<file path="src/rtl/counter_ud.sv">
// Up/down modulo counter with clamped parallel load, boundary pulse and sticky overflow.
// Define COUNTER_UD_SAT_EN to saturate at the boundaries instead of wrapping.
module counter_ud #(
    parameter int unsigned      WIDTH = 4,
    parameter logic [WIDTH-1:0] MAX   = {WIDTH{1'b1}},
    parameter logic [WIDTH-1:0] INIT  = '0
) (
    input  logic             CLK,
    input  logic             RESET,
    input  logic             CE,
    input  logic             UP,
    input  logic             LD,
    input  logic [WIDTH-1:0] D,
    input  logic             OVF_CLR,
    output logic [WIDTH-1:0] O,
    output logic             COUT,
    output logic             TC,
    output logic             OVF
);

    // Arithmetic is done one bit wider so compares and increments never truncate.
    localparam logic [WIDTH:0] MAX_EXT = {1'b0, MAX};

    logic [WIDTH-1:0] o_q, o_d;
    logic             cout_q, cout_d;
    logic             ovf_q, ovf_d;
    logic [WIDTH:0]   count_ext;
    logic [WIDTH:0]   d_ext;

    assign count_ext = {1'b0, o_q};
    assign d_ext     = {1'b0, D};

    always_comb begin
        o_d    = o_q;
        cout_d = 1'b0;
        ovf_d  = ovf_q;
        if (OVF_CLR) begin
            ovf_d = 1'b0;
        end
        if (LD) begin
            o_d = (d_ext > MAX_EXT) ? MAX : D;
        end else if (CE) begin
            if (UP) begin
                if (count_ext < MAX_EXT) begin
                    o_d = WIDTH'(count_ext + 1'b1);
                end else begin
                    // A boundary event sets OVF even when OVF_CLR is asserted on the same edge.
                    ovf_d = 1'b1;
`ifdef COUNTER_UD_SAT_EN
                    o_d    = MAX;
`else
                    o_d    = '0;
                    cout_d = 1'b1;
`endif
                end
            end else begin
                if (count_ext != '0) begin
                    o_d = WIDTH'(count_ext - 1'b1);
                end else begin
                    ovf_d = 1'b1;
`ifdef COUNTER_UD_SAT_EN
                    o_d    = '0;
`else
                    o_d    = MAX;
                    cout_d = 1'b1;
`endif
                end
            end
        end
    end

    always_ff @(posedge CLK) begin
        if (RESET) begin
            o_q    <= INIT;
            cout_q <= 1'b0;
            ovf_q  <= 1'b0;
        end else begin
            o_q    <= o_d;
            cout_q <= cout_d;
            ovf_q  <= ovf_d;
        end
    end

    assign O    = o_q;
    assign COUT = cout_q;
    assign OVF  = ovf_q;
    assign TC   = UP ? (o_q == MAX) : (o_q == '0);

endmodule

</file>
<file path="config.mk">
export PLATFORM = sky130hd
export DESIGN_NAME = counter_ud
export DESIGN_NICKNAME = d
export VERILOG_FILES = /design/src/rtl/counter_ud.sv
export SDC_FILE = /design/constraint.sdc
export NUM_CORES = 1
export LEC_CHECK = 0
export BUFFER_PORTS_ARGS = -buffer_cell sky130_fd_sc_hd__buf_4
export CAP_MARGIN = 15
export CORE_AREA = 2 2 39 41
export DETAILED_ROUTE_END_ITERATION = 12
export DIE_AREA = 0 0 41 43
export GPL_TIMING_DRIVEN = 0
export PLACE_DENSITY = 0.54
export RECOVER_POWER = 50
export SLEW_MARGIN = 10
export SYNTH_ARGS = -nofsm -noshare
export SYNTH_HDL_FRONTEND = slang
export SYNTH_SLANG_ARGS = --single-unit
</file>
<file path="constraint.sdc">
create_clock -name CLK -period 2.82 [get_ports CLK]
set_input_delay 0.282 -clock CLK [delete_from_list [all_inputs] [get_ports CLK]]
set_output_delay 0.282 -clock CLK [all_outputs]
set_load 0.03 [all_outputs]
</file>
After elaboration in Yosys (flattened, before gate mapping)
Cells that the tools add are included.
- add/sub/neg operators: 2
- multipliers: 0
- div/mod/pow operators: 0
- $lt $le $gt $ge: 2
- eq/ne operators: 1
- shifts and indexed selects: 0
- multiplexer cells: 16
- bitwise operators: 1
- reduce and logical (&&, ||, !) cells: 4
- operators by type and width (kind ; count):
    4-bit 2-to-1 mux ; 6
    1-bit 2-to-1 mux ; 10
    5-bit nonzero test ; 1
    4-bit by 1-bit adder with 4-bit output (second input constant) ; 1
    4-bit == test (second input constant) ; 1
    4-bit > comparator (second input constant) ; 1
    4-bit logical NOT ; 1
    4-bit < comparator (second input constant) ; 1
    4-bit by 1-bit subtractor with 4-bit output (second input constant) ; 1
    3-bit OR reduction ; 1
    2-bit nonzero test ; 1
    1-bit NOT ; 1
- flip-flop bits (word level): 6
- latch bits: 0
- memory bits (writable): 0
- bits in read-only memories: 0
- output and inout bits: 7
- logic and storage cells: 29
- memories: 0

Logic depth before layout (Yosys ltp)
- depth after elaboration: 5
- mapped depth: 6

Worst setup path after synthesis
OpenSTA, ideal clock, no wires.
- path kind: register to register
- from: reg o_q[1] (netlist: O[1])
- to: reg ovf_q (netlist: OVF)
- arrival time: 2.233 ns
- required time: 2.750 ns
- slack: 0.517 ns
- cell stages (with the launch flop): 7
- path buffers: 0
- clock period less this slack: 2.303 ns
- cells stage by stage: dfxtp_1 -> inv_1 -> ha_1 -> or3b_2 -> o21ai_0 -> nand3_1 -> a21oi_1
- word-level cells in the longest chain between the ends: 5
- elaborated cells between the ends (all ways): 7
- ends and longest elaborated chain (item ; RTL line ; text):
    start, declared ; 24 ; logic [WIDTH-1:0] o_q, o_d;
    start signal, assigned ; 74 ; o_q <= INIT;
    start signal, assigned ; 78 ; o_q <= o_d;
    4-bit < comparator / 5-bit nonzero test (equally long branches) ; 44, 57 ;
    1-bit 2-to-1 mux, on equally long branches ; 44, 57 ;
    1-bit 2-to-1 mux (*) ; 43 ; if (UP) begin
    1-bit 2-to-1 mux (*) ; 42 ; end else if (CE) begin
    1-bit 2-to-1 mux (*) ; 40 ; if (LD) begin
    end signal, assigned ; 80 ; ovf_q <= ovf_d;
    end, declared ; 26 ; logic ovf_q, ovf_d;
Mark *: on every way between the ends. The rest lies on a longest branch, timed or not.
A chain may end at the register's enable or synchronous reset.

Final worst setup path
- from: reg o_q[0] (netlist: O[0])
- to: out TC
- word-level cells in the longest chain between the ends: 2
- elaborated cells between the ends (all ways): 3
- ends and longest elaborated chain (item ; RTL line ; text):
    4-bit == test / 4-bit logical NOT (equally long branches) ; 87 ; assign TC = UP ? (o_q == MAX) : (o_q == '0);
    1-bit 2-to-1 mux (*) ; 87 ;
    end, declared ; 17 ; output logic TC,
Marked as above.

==> reports/results.env <==
MIN_TO='O[3]'
SLOWEST_STAGE='sky130_fd_sc_hd__or3b_2'
RRSETUPSLACK_NS=1.08
SYNTH_SEQ_CELLS=6
WORSTPATHARRIVAL_NS=1.85
TIMING_WORST_SETUP_PATH_TYPE='reg -> out'
SLOWEST_DELAY_NS=0.46
CLKTRANSATPATHREGS_NS=0.05
CLOCK-SINKS=6
NETLIST_AREA_SQ_UM=380
SYNTH.NET_COUNT=60
GR-USAGE-MET1=0.155
RESULT_OF_THE_RUN='finished clean'
REMAINING_ANTENNA_VIOLATION_COUNT=0
DRT_WL_TOTAL_UM=912
MOST_FREQUENT_STANDARD_CELL_IN_THE_LAYOUT_EXCLUDING_FILL_AND_TAP_CELLS='sky130_fd_sc_hd__buf_4'
FINAL-HOLD-VIOLATION-COUNT=0
SLEW-LIMIT-HEADROOM=0.758
ROWS=14
MAX_FREQ_MHz=469
TIMING.CRITICAL_PATH.FROM_TYPE='flip-flop'
TIMING_MAX_TRANSITION_VIOLATIONS_FINAL=0
ANTENNA_CELLS_INSERTED=0
FIN_NETS=80
SYNTHESIS.AREA_PER_INSTANCE_SQ_UM=7.92
CELLPOWERDENSITY_nW_PER_UM2=483
PERIOD_MINUS_SLACK_NS=2.13
TNS_NS=0
HPWL_UM=678
FLOW.AREA_GROWTH_FROM_SYNTHESIS_PCT=34.9
MAX_CAP_VIOL_COUNT=0
SYNTH-WARNING-COUNT=0
GP_CONGESTION=0.678
CTS-BUFFERS-INSERTED=3
GRT_UTIL_ALL_LAYERS=0.126
DETAIL_ROUTE.DRC_VIOLATIONS=0
DRT-VIAS-PER-INSTANCE=4.94
MULTI_INPUT_AREA_SQ_UM=241
MIN_PATH_TYPE='in -> reg'
DIEAREA_SQ_UM=1760
POST-CTS-SETUP-BUFFERS=0
VIA_COUNT_OF_THE_FIRST_GLOBAL_ROUTING_PASS=356
P_LEAK_nW=0.215
GRT_MAX_DEGREE=10
LAYOUT.FILLER_CELLS=166
CTS_ROOT_BUFFER='sky130_fd_sc_hd__clkbuf_4'
GRT_SETUP_UNREPAIRED='no'
CRIT_REQUIRED_NS=2.54
SETUP_VIOL=0
GR-USAGE-MET3=0.0314
MAX_CLOCK_BUF_DEPTH=2
PORT-BUFFER-COUNT=15
HOLD_SLACK_NS=0.235
ANTENNA_FOUND_INITIAL=0
TOP_USAGE_LAYER='met2'
CTS_REPAIR_RESIZE_COUNT=0
SYNTH_SEQ_AREA_SHARE=0.316
DRT-INITIAL-DRC-COUNT=10
TRITONCTS='done'
USE_MET2=0.175
WORSTREG2REGEND='OVF'
MOST_FREQUENT_CELLS_IN_THE_LAYOUT='sky130_fd_sc_hd__buf_4 (9), sky130_fd_sc_hd__clkbuf_1 (7), sky130_fd_sc_hd__a21oi_1 (7)'
CRIT_PATH_MAX_FANOUT=9
REG2REG_FROM='O[0]'
WORST_SKEW_LATE_LATENCY_NS=0.25
HOLD_START='RESET'
HOLD_FIX_BUFFERS_CTS=0
SYN_INST=48
WORST_HOLD_PATH.NUM_CELLS=2
FP.DIEH_UM=43
WIRE_PER_INST_UM=11.1
CTSHTREEMAXLEVEL=1
GRT-OVFL-TOTAL=0
R2R_CELLS=6
POST-ROUTE-PERIOD-UTIL=0.756
SETUP.WORST_PATH.END_CLASS='primary output'
WORST_MARGIN_PIN_SLEW_NS=0.365
GLOBAL_ROUTE_WIRE_LENGTH_BEFORE_REPAIR_MM=1.47
LAYOUT-DRIVE-GT1-SHARE=0.242
DRT_FIRST_PASS_ITERS=2
AREA.SEQUENTIAL_SQ_UM=120
NUM_VIAS=405
EFFECTIVE_UTILIZATION_AT_FLOORPLAN=0.275
MAX-VDD-IR-DROP_uV=172
CRIT_PATH_CELL_TRACE='inv_2 -> ha_1 -> or3b_2 -> o21ai_0 -> buf_4'
FP.COREAREA_SQ_UM=1380
DIE_W_UM=41
CLOCK_SKEW_NS=0.00105
IO_PINS=17
YS_TYPES=26
## area by class of cell
class,instances,share of cell area
multi-input combinational,37,0.471
sequential,6,0.234
timing repair buffer,15,0.176
clock buffer,3,0.0439
tap,16,0.0390
inverter,4,0.0293
buffer,1,0.00732
## layer usage
metal	wire (um)	up-vias
li1	-	209
met5	0	-
met1	438	181
met3	56	3
met4	26	0
met2	390	12
## critical path, delay by kind of cell, from the launching register on
| kind | cells | cell delay, ns |
|---|---|---|
| AOI/OAI and AO/OA | 1 | 0.25 |
| adders and majority gates | 1 | 0.19 |
| buffers and inverters | 2 | 0.29 |
| DFF | 1 | 0.39 |
| and+or+nand+nor | 1 | 0.46 |
## flip-flops by register name (all words and copies together), names as in the netlist
name and flops:
O 4, COUT 1, OVF 1
## synth_stat cells
library cell               number  area [sq um]
sky130_fd_sc_hd__a21oi_1        7          35.0
sky130_fd_sc_hd__dfxtp_1        6           120
sky130_fd_sc_hd__nand2_1        5          18.8
sky130_fd_sc_hd__inv_1          3          11.3
sky130_fd_sc_hd__nor2_1         3          11.3
sky130_fd_sc_hd__o21ai_0        3          15.0
sky130_fd_sc_hd__ha_1           2          25.0
sky130_fd_sc_hd__a211oi_1       1          7.51
sky130_fd_sc_hd__a221oi_1       1          8.76
sky130_fd_sc_hd__a311o_1        1          10.0
sky130_fd_sc_hd__and3_1         1          6.26
sky130_fd_sc_hd__clkbuf_1       1          3.75
sky130_fd_sc_hd__inv_2          1          3.75
sky130_fd_sc_hd__mux2_2         1          11.3
sky130_fd_sc_hd__mux2i_1        1          10.0
sky130_fd_sc_hd__nand2b_1       1          6.26
sky130_fd_sc_hd__nand3_1        1          5.00
sky130_fd_sc_hd__nand4_1        1          6.26
sky130_fd_sc_hd__nor3b_1        1          7.51
sky130_fd_sc_hd__o21bai_1       1          7.51
sky130_fd_sc_hd__o221ai_1       1          8.76
sky130_fd_sc_hd__or3_2          1          7.51
sky130_fd_sc_hd__or3b_2         1          8.76
sky130_fd_sc_hd__or4_1          1          7.51
sky130_fd_sc_hd__xnor2_1        1          8.76
sky130_fd_sc_hd__xor2_1         1          8.76
## stage by stage
step | setup slack, ns | util | cells | power (W) | instance area (sq um)
final | 0.689 | 0.371 | 82 | 0.000248 | 513
after global routing | 0.612 | 0.371 | 82 | 0.000263 | 513
after CTS | 0.699 | 0.387 | 82 | 0.000254 | 536
after detailed placement | 0.972 | 0.371 | 79 | 0.000171 | 513
after global placement | 0.971 | 0.371 | 79 | 0.000171 | 513
after floorplan | 0.517 | - | 48 | 0.000143 | 380
## worst max-delay path by stage
| stage | startpoint | depth (start not counted) | endpoint | slack, ns |
|---|---|---|---|---|
| 2_1_floorplan | O[1] | 6 | OVF | 0.52 |
| 3_3_place_gp | O[0] | 5 | TC | 0.97 |
| 3_5_place_dp | O[0] | 5 | TC | 0.97 |
| 4_1_cts | O[1] | 5 | TC | 0.70 |
| 5_1_grt | O[0] | 5 | TC | 0.61 |
| 6_report | O[0] | 5 | TC | 0.69 |
## report_power, final
group	internal, W	switching [W]
combinational	0.0000293	0.0000370
clock	0.0000484	0.0000344
sequential	0.0000903	0.00000850
## kinds of logic (layout without fill, tap and decap cells)
group,count (synthesis),after routing,share of synthesized area
and+or+nand+nor,16,16,0.224
xor gates and xnor gates,2,2,0.0461
buffers and inverters,5,23,0.0493
DFF,6,6,0.316
muxes,2,2,0.0559
AOI/OAI and AO/OA,15,15,0.243
adders and majority gates,2,2,0.0658
(Power assumes the default switching activity.)
